===== config.mk =====
export PLATFORM = sky130hd
export DESIGN_NAME = priority_encoder_8to3_flat
export DESIGN_NICKNAME = d
export VERILOG_FILES = /design/src/rtl/priority_encoder_8to3_pkg.sv /design/src/rtl/priority_encoder_8to3_if.sv /design/src/rtl/priority_encoder_8to3_prio.sv /design/src/rtl/priority_encoder_8to3.sv /design/src/flat_wrapper.sv
export SDC_FILE = /design/constraint.sdc
export NUM_CORES = 1
export LEC_CHECK = 0
export BUFFER_PORTS_ARGS = -buffer_cell sky130_fd_sc_hd__buf_2
export CAP_MARGIN = 20
export CORE_MARGIN = 2
export CORE_UTILIZATION = 35
export CTS_BUF_LIST = sky130_fd_sc_hd__clkbuf_16
export DETAILED_ROUTE_END_ITERATION = 8
export GPL_ROUTABILITY_DRIVEN = 0
export HOLD_SLACK_MARGIN = 0.06
export SLEW_MARGIN = 20
export SYNTH_ARGS = -nofsm -noshare
export SYNTH_HDL_FRONTEND = slang
export SYNTH_SLANG_ARGS = --single-unit

===== constraint.sdc =====
create_clock -name clk -period 1.85 [get_ports clk]
set_input_delay 0 -clock clk [delete_from_list [all_inputs] [get_ports clk]]
set_output_delay 0 -clock clk [all_outputs]
set_load 0.01 [all_outputs]

===== src/rtl/priority_encoder_8to3_pkg.sv =====
// Shared sizing and FSM encoding for the 8-to-3 request priority encoder.
package enc_pkg;
  localparam int N_REQ  = 8;
  localparam int CODE_W = 3;

  typedef enum logic {
    ST_IDLE = 1'b0,
    ST_HOLD = 1'b1
  } state_e;
endpackage


===== src/rtl/priority_encoder_8to3_if.sv =====
// Request/code bundle; slave is the encoder side, master is the requester/consumer side.
interface priority_encoder_8to3_if;
  import enc_pkg::*;

  logic [N_REQ-1:0]  req_i;
  logic [N_REQ-1:0]  mask_i;
  logic              clr_i;
  logic              ready_i;
  logic [CODE_W-1:0] code_o;
  logic              valid_o;
  logic [N_REQ-1:0]  pending_o;
  logic              overflow_o;

  modport slave (
    input  req_i, mask_i, clr_i, ready_i,
    output code_o, valid_o, pending_o, overflow_o
  );

  modport master (
    output req_i, mask_i, clr_i, ready_i,
    input  code_o, valid_o, pending_o, overflow_o
  );
endinterface


===== src/rtl/priority_encoder_8to3_prio.sv =====
// Combinational 8-bit priority encoder, highest set index wins; zero latency, no flow control.
module prio_enc8
  import enc_pkg::*;
(
  input  logic [N_REQ-1:0]  in_i,
  output logic [CODE_W-1:0] code_o,
  output logic              any_o
);

  always_comb begin
    code_o = '0;
    for (int i = 0; i < N_REQ; i++) begin
      if (in_i[i]) code_o = CODE_W'(i);
    end
    any_o = |in_i;
  end

endmodule


===== src/rtl/priority_encoder_8to3.sv =====
// Captures request lines and presents them one code at a time, highest index first.
// Code valid one edge after capture; held frozen while ready_i is low, 1 code/cycle when high.
module priority_encoder_8to3
  import enc_pkg::*;
(
  input  logic                            clk,
  input  logic                            rst_n,
  priority_encoder_8to3_if.slave          bus
);

  state_e            state_q, state_d;
  logic [CODE_W-1:0] code_q, code_d;
  logic [N_REQ-1:0]  pending_q, pending_d;
  logic              overflow_q, overflow_d;

  logic [N_REQ-1:0]  capture;
  logic [N_REQ-1:0]  cand;
  logic [CODE_W-1:0] sel;
  logic              cand_any;
  logic              load;
  logic [N_REQ-1:0]  sel_oh;

  assign capture = pending_q | bus.req_i;
  assign cand    = capture & ~bus.mask_i;

  prio_enc8 u_prio (
    .in_i   (cand),
    .code_o (sel),
    .any_o  (cand_any)
  );

  // A new code loads when the output slot is empty or is being handed off this edge.
  assign load   = cand_any && ((state_q == ST_IDLE) || bus.ready_i);
  assign sel_oh = N_REQ'(1) << sel;

  always_ff @(posedge clk or negedge rst_n) begin
    if (!rst_n) begin
      state_q    <= ST_IDLE;
      code_q     <= '0;
      pending_q  <= '0;
      overflow_q <= 1'b0;
    end else begin
      state_q    <= state_d;
      code_q     <= code_d;
      pending_q  <= pending_d;
      overflow_q <= overflow_d;
    end
  end

  always_comb begin
    state_d    = state_q;
    code_d     = code_q;
    pending_d  = load ? (capture & ~sel_oh) : capture;
    overflow_d = overflow_q | (|(bus.req_i & pending_q));
    case (state_q)
      ST_IDLE: begin
        if (load) begin
          state_d = ST_HOLD;
          code_d  = sel;
        end
      end
      ST_HOLD: begin
        if (bus.ready_i) begin
          if (load) begin
            code_d = sel;
          end else begin
            state_d = ST_IDLE;
            code_d  = '0;
          end
        end
      end
      default: begin
        state_d = ST_IDLE;
        code_d  = '0;
      end
    endcase
    // Flush wins over everything, including requests and a handshake on the same edge.
    if (bus.clr_i) begin
      state_d    = ST_IDLE;
      code_d     = '0;
      pending_d  = '0;
      overflow_d = 1'b0;
    end
  end

  always_comb begin
    bus.valid_o    = (state_q == ST_HOLD);
    bus.code_o     = code_q;
    bus.pending_o  = pending_q;
    bus.overflow_o = overflow_q;
  end

endmodule

===== src/flat_wrapper.sv =====
// flat-port wrapper written by rule: the top's interface ports become plain ports
module priority_encoder_8to3_flat import enc_pkg::*;
  (clk, rst_n, bus_req_i, bus_mask_i, bus_clr_i, bus_ready_i, bus_code_o, bus_valid_o, bus_pending_o, bus_overflow_o);
  priority_encoder_8to3_if bus_i ();
  input  logic clk;
  input  logic rst_n;
  input wire logic [$bits(bus_i.req_i)-1:0] bus_req_i;
  input wire logic [$bits(bus_i.mask_i)-1:0] bus_mask_i;
  input wire logic [$bits(bus_i.clr_i)-1:0] bus_clr_i;
  input wire logic [$bits(bus_i.ready_i)-1:0] bus_ready_i;
  output wire logic [$bits(bus_i.code_o)-1:0] bus_code_o;
  output wire logic [$bits(bus_i.valid_o)-1:0] bus_valid_o;
  output wire logic [$bits(bus_i.pending_o)-1:0] bus_pending_o;
  output wire logic [$bits(bus_i.overflow_o)-1:0] bus_overflow_o;
  assign bus_i.req_i = bus_req_i;
  assign bus_i.mask_i = bus_mask_i;
  assign bus_i.clr_i = bus_clr_i;
  assign bus_i.ready_i = bus_ready_i;
  assign bus_code_o = bus_i.code_o;
  assign bus_valid_o = bus_i.valid_o;
  assign bus_pending_o = bus_i.pending_o;
  assign bus_overflow_o = bus_i.overflow_o;
  priority_encoder_8to3 u_core (.clk(clk), .rst_n(rst_n), .bus(bus_i));
endmodule

==> run metrics, run 1 <==
initial antenna violation count 0; post-synthesis register bit count 13; CTS Sinks 13; ratio of cells with drive above 1 in the final layout 0.390; DRC Markers 0; synthesized cell area 822 um^2; minimum clock period 1480 ps; Ant. Diodes 0; endpoints failing setup 0; post-synthesis simple-gate area fraction 0.186; Initial DRT Pass Iterations 4; final hold vios 0; Ports 33; worst path required time 1960 ps; Slew HR 0.780; status completed; worst slew pin tran 330 ps; post-synth cell types 33; fmax 0.675 GHz; area of the core 2210 um^2; CTS root buf clkbuf_16; vias 802; Max FO, Critical Path 4; area grow syn2layout 40.0%; nets 144; HP Class primary input to flop; WS Path Type flop to flop; Mapped Avg Cell Area 10.0 um^2; number of global-route vias before repair 753; fin. max-slew vios 0; Worst Clk Skew 1.13 ps; DR iter-0 viols 28; Avg Vias per Cell 5.31; Final period util 0.801; Starting Density 0.372; post-CTS setup buffers 0; first-pass GRT wire length 3330 um; Compound-Gate Fraction of Synth Area 0.399; Post-Synth Adder-Cell Area 0; CTS clk-pin slew, worst paths 40 ps; worst endpoint data arrival time 1600 ps; final HPWL from detailed placement 1550 um; Setup crit end kind flop; grt ovf 0; final core utilization 0.520; port bufs 32; pwr dens 822 nW/um^2; Rows 17; Clock Path Buffers 2; post-route setup TNS 0 ps; clock buffers created by TritonCTS 3; die area 2750 um^2; GRT Overall Usage 0.172; peak supply drop 0.000557 V; Die X-Extent 52.5 um; CTS tree done; leakage power total 0.559 nW; DIE HEIGHT 52.5 um; Mapped Nets 102; Final ANT Viol Nets 0; CP startpoint kind flop; sequential element share of the synthesized area 0.396; # fillers 211; post-synthesis mux area share 0; hold_buf cts 6; Synth Area in XOR/XNOR 0; largest family of logic cells by synthesized area compound AO/OA/AOI/OAI gates; routed len/inst 13.4 um; cell count after synthesis 82; WL final 2030 um; area leader, netlist dfrtp_1; Yosys warnings 0; top-area cell type share of the netlist area 0.396; Power, Total 0.946 mW; RSZ-0062 raised after global routing no; largest net degree at the start of global routing 14; Post-CTS Resized 0; worst-skew pair later-pin latency 240 ps; CTS HTree Levels 1; Synth area leaders dfrtp_1 (40%), o21bai_4 (9.1%), nor2_1 (5.5%), o21ai_2 (3.2%), a21oi_1 (3.0%); MaxCap Viol Count 0
final timing paths:
kind	from	end	slack (ps)	cells past startpoint
worst max-delay path	u_core.bus.pending_o[7]	u_core.bus.pending_o[1]	370	5
worst min-delay path	bus_req_i[4]	u_core.bus.pending_o[4]	70	3
worst max register to register	u_core.bus.pending_o[7]	u_core.bus.pending_o[1]	370	5
worst min register to register	u_core.bus.overflow_o	u_core.bus.overflow_o	530	2
max in group asynchronous	rst_n	u_core.bus.pending_o[2]	1440	2
min in group asynchronous	rst_n	u_core.bus.overflow_o	180	2
area by class of cell:
class,instances,area [um^2],area share
inverters,3,11.3,0.00978
clock inverters,1,3.75,0.00326
clock buffers,3,75.1,0.0652
multi-input cells,65,480,0.417
repair buffers,38,220,0.191
well taps,28,35.0,0.0304
flip-flops and latches,13,325,0.283
Yosys cell counts (all sizes together):
library cell / n
a211oi: 3
a21bo: 1
a21oi: 5
a221oi: 1
a222oi: 1
a22o: 1
a22oi: 2
a311oi: 1
a31o: 1
a31oi: 2
a32oi: 1
and3b: 1
and4b: 1
buf: 1
dfrtp: 13
inv: 3
nand2: 5
nand3: 1
nand4: 1
nor2: 13
nor3: 6
nor4: 1
o211a: 1
o21a: 2
o21ai: 4
o21ba: 2
o21bai: 7
o31ai: 1
sequential cells by signal (all words and copies together) (netlist names):
name                   flops
u_core.bus.pending_o       8
u_core.bus.code_o          3
u_core.bus.overflow_o      1
u_core.bus.valid_o         1
worst max-delay path, cell delays in order, from the launching register on:
cell      delay [ps]
dfrtp_1          400
o21bai_2         220
nand2_1          170
nor3_2           280
and3b_1          220
a211oi_1          70
through the flow:
stage          hold WS, ps  setup slack (ps)  cells  instance area, um^2
2_1_floorplan         -296               460     82                  822
3_3_place_gp         -90.9               348    141                 1010
3_5_place_dp         -87.8               366    141                 1010
4_1_cts               62.8               362    151                 1150
5_1_grt               81.5               282    151                 1150
6_report              72.3               368    151                 1150
where the power goes:
| group | total, mW | internal [mW] | switching, mW |
|---|---|---|---|
| Sequential | 0.333 | 0.309 | 0.0245 |
| Clock | 0.402 | 0.285 | 0.117 |
| Combinational | 0.211 | 0.0991 | 0.112 |
logic make-up (layout without fill, tap and decap cells):
| group | Yosys count | after routing |
|---|---|---|
| AOI/OAI and AO/OA | 36 | 36 |
| and+or+nand+nor | 29 | 29 |
| buffers and inverters | 4 | 45 |
| DFF | 13 | 13 |
cell usage in the layout (no fill, tap or decap), drive strengths merged:
master,n
a31oi,2
a21oi,5
a22o,1
a32oi,1
nor2,13
o31ai,1
a22oi,2
o21ba,2
nand4,1
buf,32
a211oi,3
o21a,2
o211a,1
a311oi,1
a222oi,1
nor4,1
and4b,1
a21bo,1
inv,4
dlygate4sd3,6
nand3,1
o21bai,7
and3b,1
o21ai,4
dfrtp,13
nand2,5
a31o,1
a221oi,1
clkbuf,3
nor3,6
metal layers:
metal	track usage	routed length (um)
met5	0	0
met4	0.0769	34
met3	0.0514	104
met2	0.281	954
met1	0.207	934
Note: power is estimated with default switching activity, not from simulation.
==> inputs of run 2 (changes only) <==
==> constraint.sdc (replaced) <==
create_clock -name clk -period 1.5 [get_ports clk]
set_input_delay 0 -clock clk [delete_from_list [all_inputs] [get_ports clk]]
set_output_delay 0 -clock clk [all_outputs]
set_load 0.01 [all_outputs]
==> run metrics, run 2 (same netlist as run 1, synthesis figures left out) <==
WL final 2250 um (+11%); R2R Setup Slk 40 ps (-320 ps); nets 146 (+1.4%); worst endpoint data arrival time 1610 ps (about the same); CTS clk-pin slew, worst paths 50 ps (about the same); largest net degree at the start of global routing 14 (unchanged); final HPWL from detailed placement 1680 um (+8.1%); commonest non-fill, non-tap cells in the layout buf_2 (32), dfrtp_1 (13), nor2_1 (12); combinational fraction of design power 0.236 (+0.013); Die X-Extent 52.5 um (unchanged); fmax 0.687 GHz (+1.9%); pwr dens 1010 nW/um^2 (+23%); worst setup path endpoint u_core.bus.code_o[0]; CTS root buf clkbuf_16; Starting Density 0.372 (unchanged); peak supply drop 0.000483 V (-13%); initial antenna violation count 0 (unchanged); DR iter-0 viols 43 (+54%); status completed; Reg-to-Reg End u_core.bus.code_o[0]; die area 2750 um^2 (unchanged); Internal 0.869 mW (+25%); Flop pwr share 0.342 (-0.010); minimum clock period 1460 ps (-27.4 ps); DRC Markers 0 (unchanged); Largest register FFs 8 (unchanged); routed len/inst 14.7 um (+9.6%); area grow syn2layout 44.9%; clock power share 0.422 (-0.003); DIE HEIGHT 52.5 um (unchanged); first-pass GRT wire length 3640 um (+9.3%); Slew HR 0.761 (-0.0188); endpoints failing setup 0 (unchanged); vias 826 (+3.0%); leakage power total 0.573 nW (+2.5%); worst path required time 1660 ps (-300 ps); Worst R2R Start u_core.bus.pending_o[2]; Hold Crit Start bus_req_i[5]; MaxCap Viol Count 0 (unchanged); Final ANT Viol Nets 0 (unchanged); Initial DRT Pass Iterations 6 (+2); post-CTS setup buffers 0 (unchanged); fin. max-slew vios 0 (unchanged); Max FO, Critical Path 4 (unchanged); area of the core 2210 um^2 (unchanged); WS Path Type flop to flop; Ant. Diodes 0 (unchanged); ratio of cells with drive above 1 in the final layout 0.440 (+0.0498); Ports 33 (unchanged); Critical path origin u_core.bus.pending_o[2]; number of global-route vias before repair 824 (+9.4%); Rows 17 (unchanged); dpl ws 30.5 ps (-336 ps); most common cell after layout, fill and taps aside buf_2; worst slew pin tran 359 ps (+28.3 ps); Sw Ratio 0.278 (+0.0104); Power, Total 1.20 mW (+27%); P_sw 0.335 mW (+32%); PnR worst setup slack 44.9 ps (-323 ps); CTS Sinks 13 (unchanged); port bufs 32 (unchanged); Clock Path Buffers 2 (unchanged); Setup crit end kind flop; Avg Vias per Cell 5.40 (+1.6%); Final period util 0.970 (+0.169); RSZ-0062 raised after global routing yes; CP startpoint kind flop; final hold vios 0 (unchanged); CTS tree done; GRT Overall Usage 0.180 (+0.00740); Worst Clk Skew 1.20 ps (+0.0747 ps); worst-skew pair later-pin latency 240 ps (about the same); R2R depth 5 (unchanged); CTS HTree Levels 1 (unchanged); clock buffers created by TritonCTS 3 (unchanged); grt ovf 0 (unchanged); HP Class primary input to flop
## run 2: cell type report
cell class	count	area [um^2]
timing repair buffer	40	230
clock inverter	1	5.00
fill	218	1020
tap	28	35.0
inverter	3	11.3
sequential	13	325
clock buffer	3	75.1
multi-input combinational	65	509
## run 2: timing repair
| item | CTS | global route |
|---|---|---|
| resized for setup | 1 | 4 |
| hold buffers | 4 | 0 |
| endpoints found under the setup margin | 1 | 4 |
| hold endpoints to repair | 16 | 0 |
| pin swaps | 0 | 1 |
## run 2: power by group through the flow
stage	combinational [mW]	clock, mW	sequential [mW]
3_5_place_dp	0.265	0	0.415
3_3_place_gp	0.261	0	0.414
2_1_floorplan	0.136	0	0.428
4_1_cts	0.277	0.512	0.411
5_1_grt	0.313	0.532	0.416
6_report	0.284	0.509	0.412
## run 2: worst min path at each step
stage                              endpoint  slack (ps)  cells after the start
detailed placement    u_core.bus.overflow_o         -90                      1
floorplan              u_core.bus.code_o[0]        -300                      0
finish              u_core.bus.pending_o[5]          60                      3
CTS                 u_core.bus.pending_o[5]          60                      3
global placement      u_core.bus.overflow_o         -90                      1
global route        u_core.bus.pending_o[5]          90                      3
## run 2: layer usage
layer	up-vias	share of wire	routed length (um)	GRT usage
li1	403	-	-	-
met1	396	0.45	1010	0.220
met2	23	0.50	1120	0.313
met3	4	0.042	95	0.0314
met4	0	0.010	23	0.0641
met5	-	0	0	0
## run 2: through the flow
step                instances  hold slack (ps)  cell area, um^2  TNS [ps]  utilization
detailed placement        145            -89.0             1040         0        0.471
floorplan                  82             -296              822         0            -
global placement          145            -88.4             1040         0        0.471
global route              153             86.3             1190     -28.8        0.538
finish                    153             62.0             1190         0        0.538
CTS                       153             64.2             1170         0        0.529
## run 2: worst max-delay path: stages, from the launching register on
cell and delay [ps]:
dfrtp_1 400, o21ba_1 220, o211a_1 230, o21ai_2 160, a21bo_1 220, a31oi_1 130
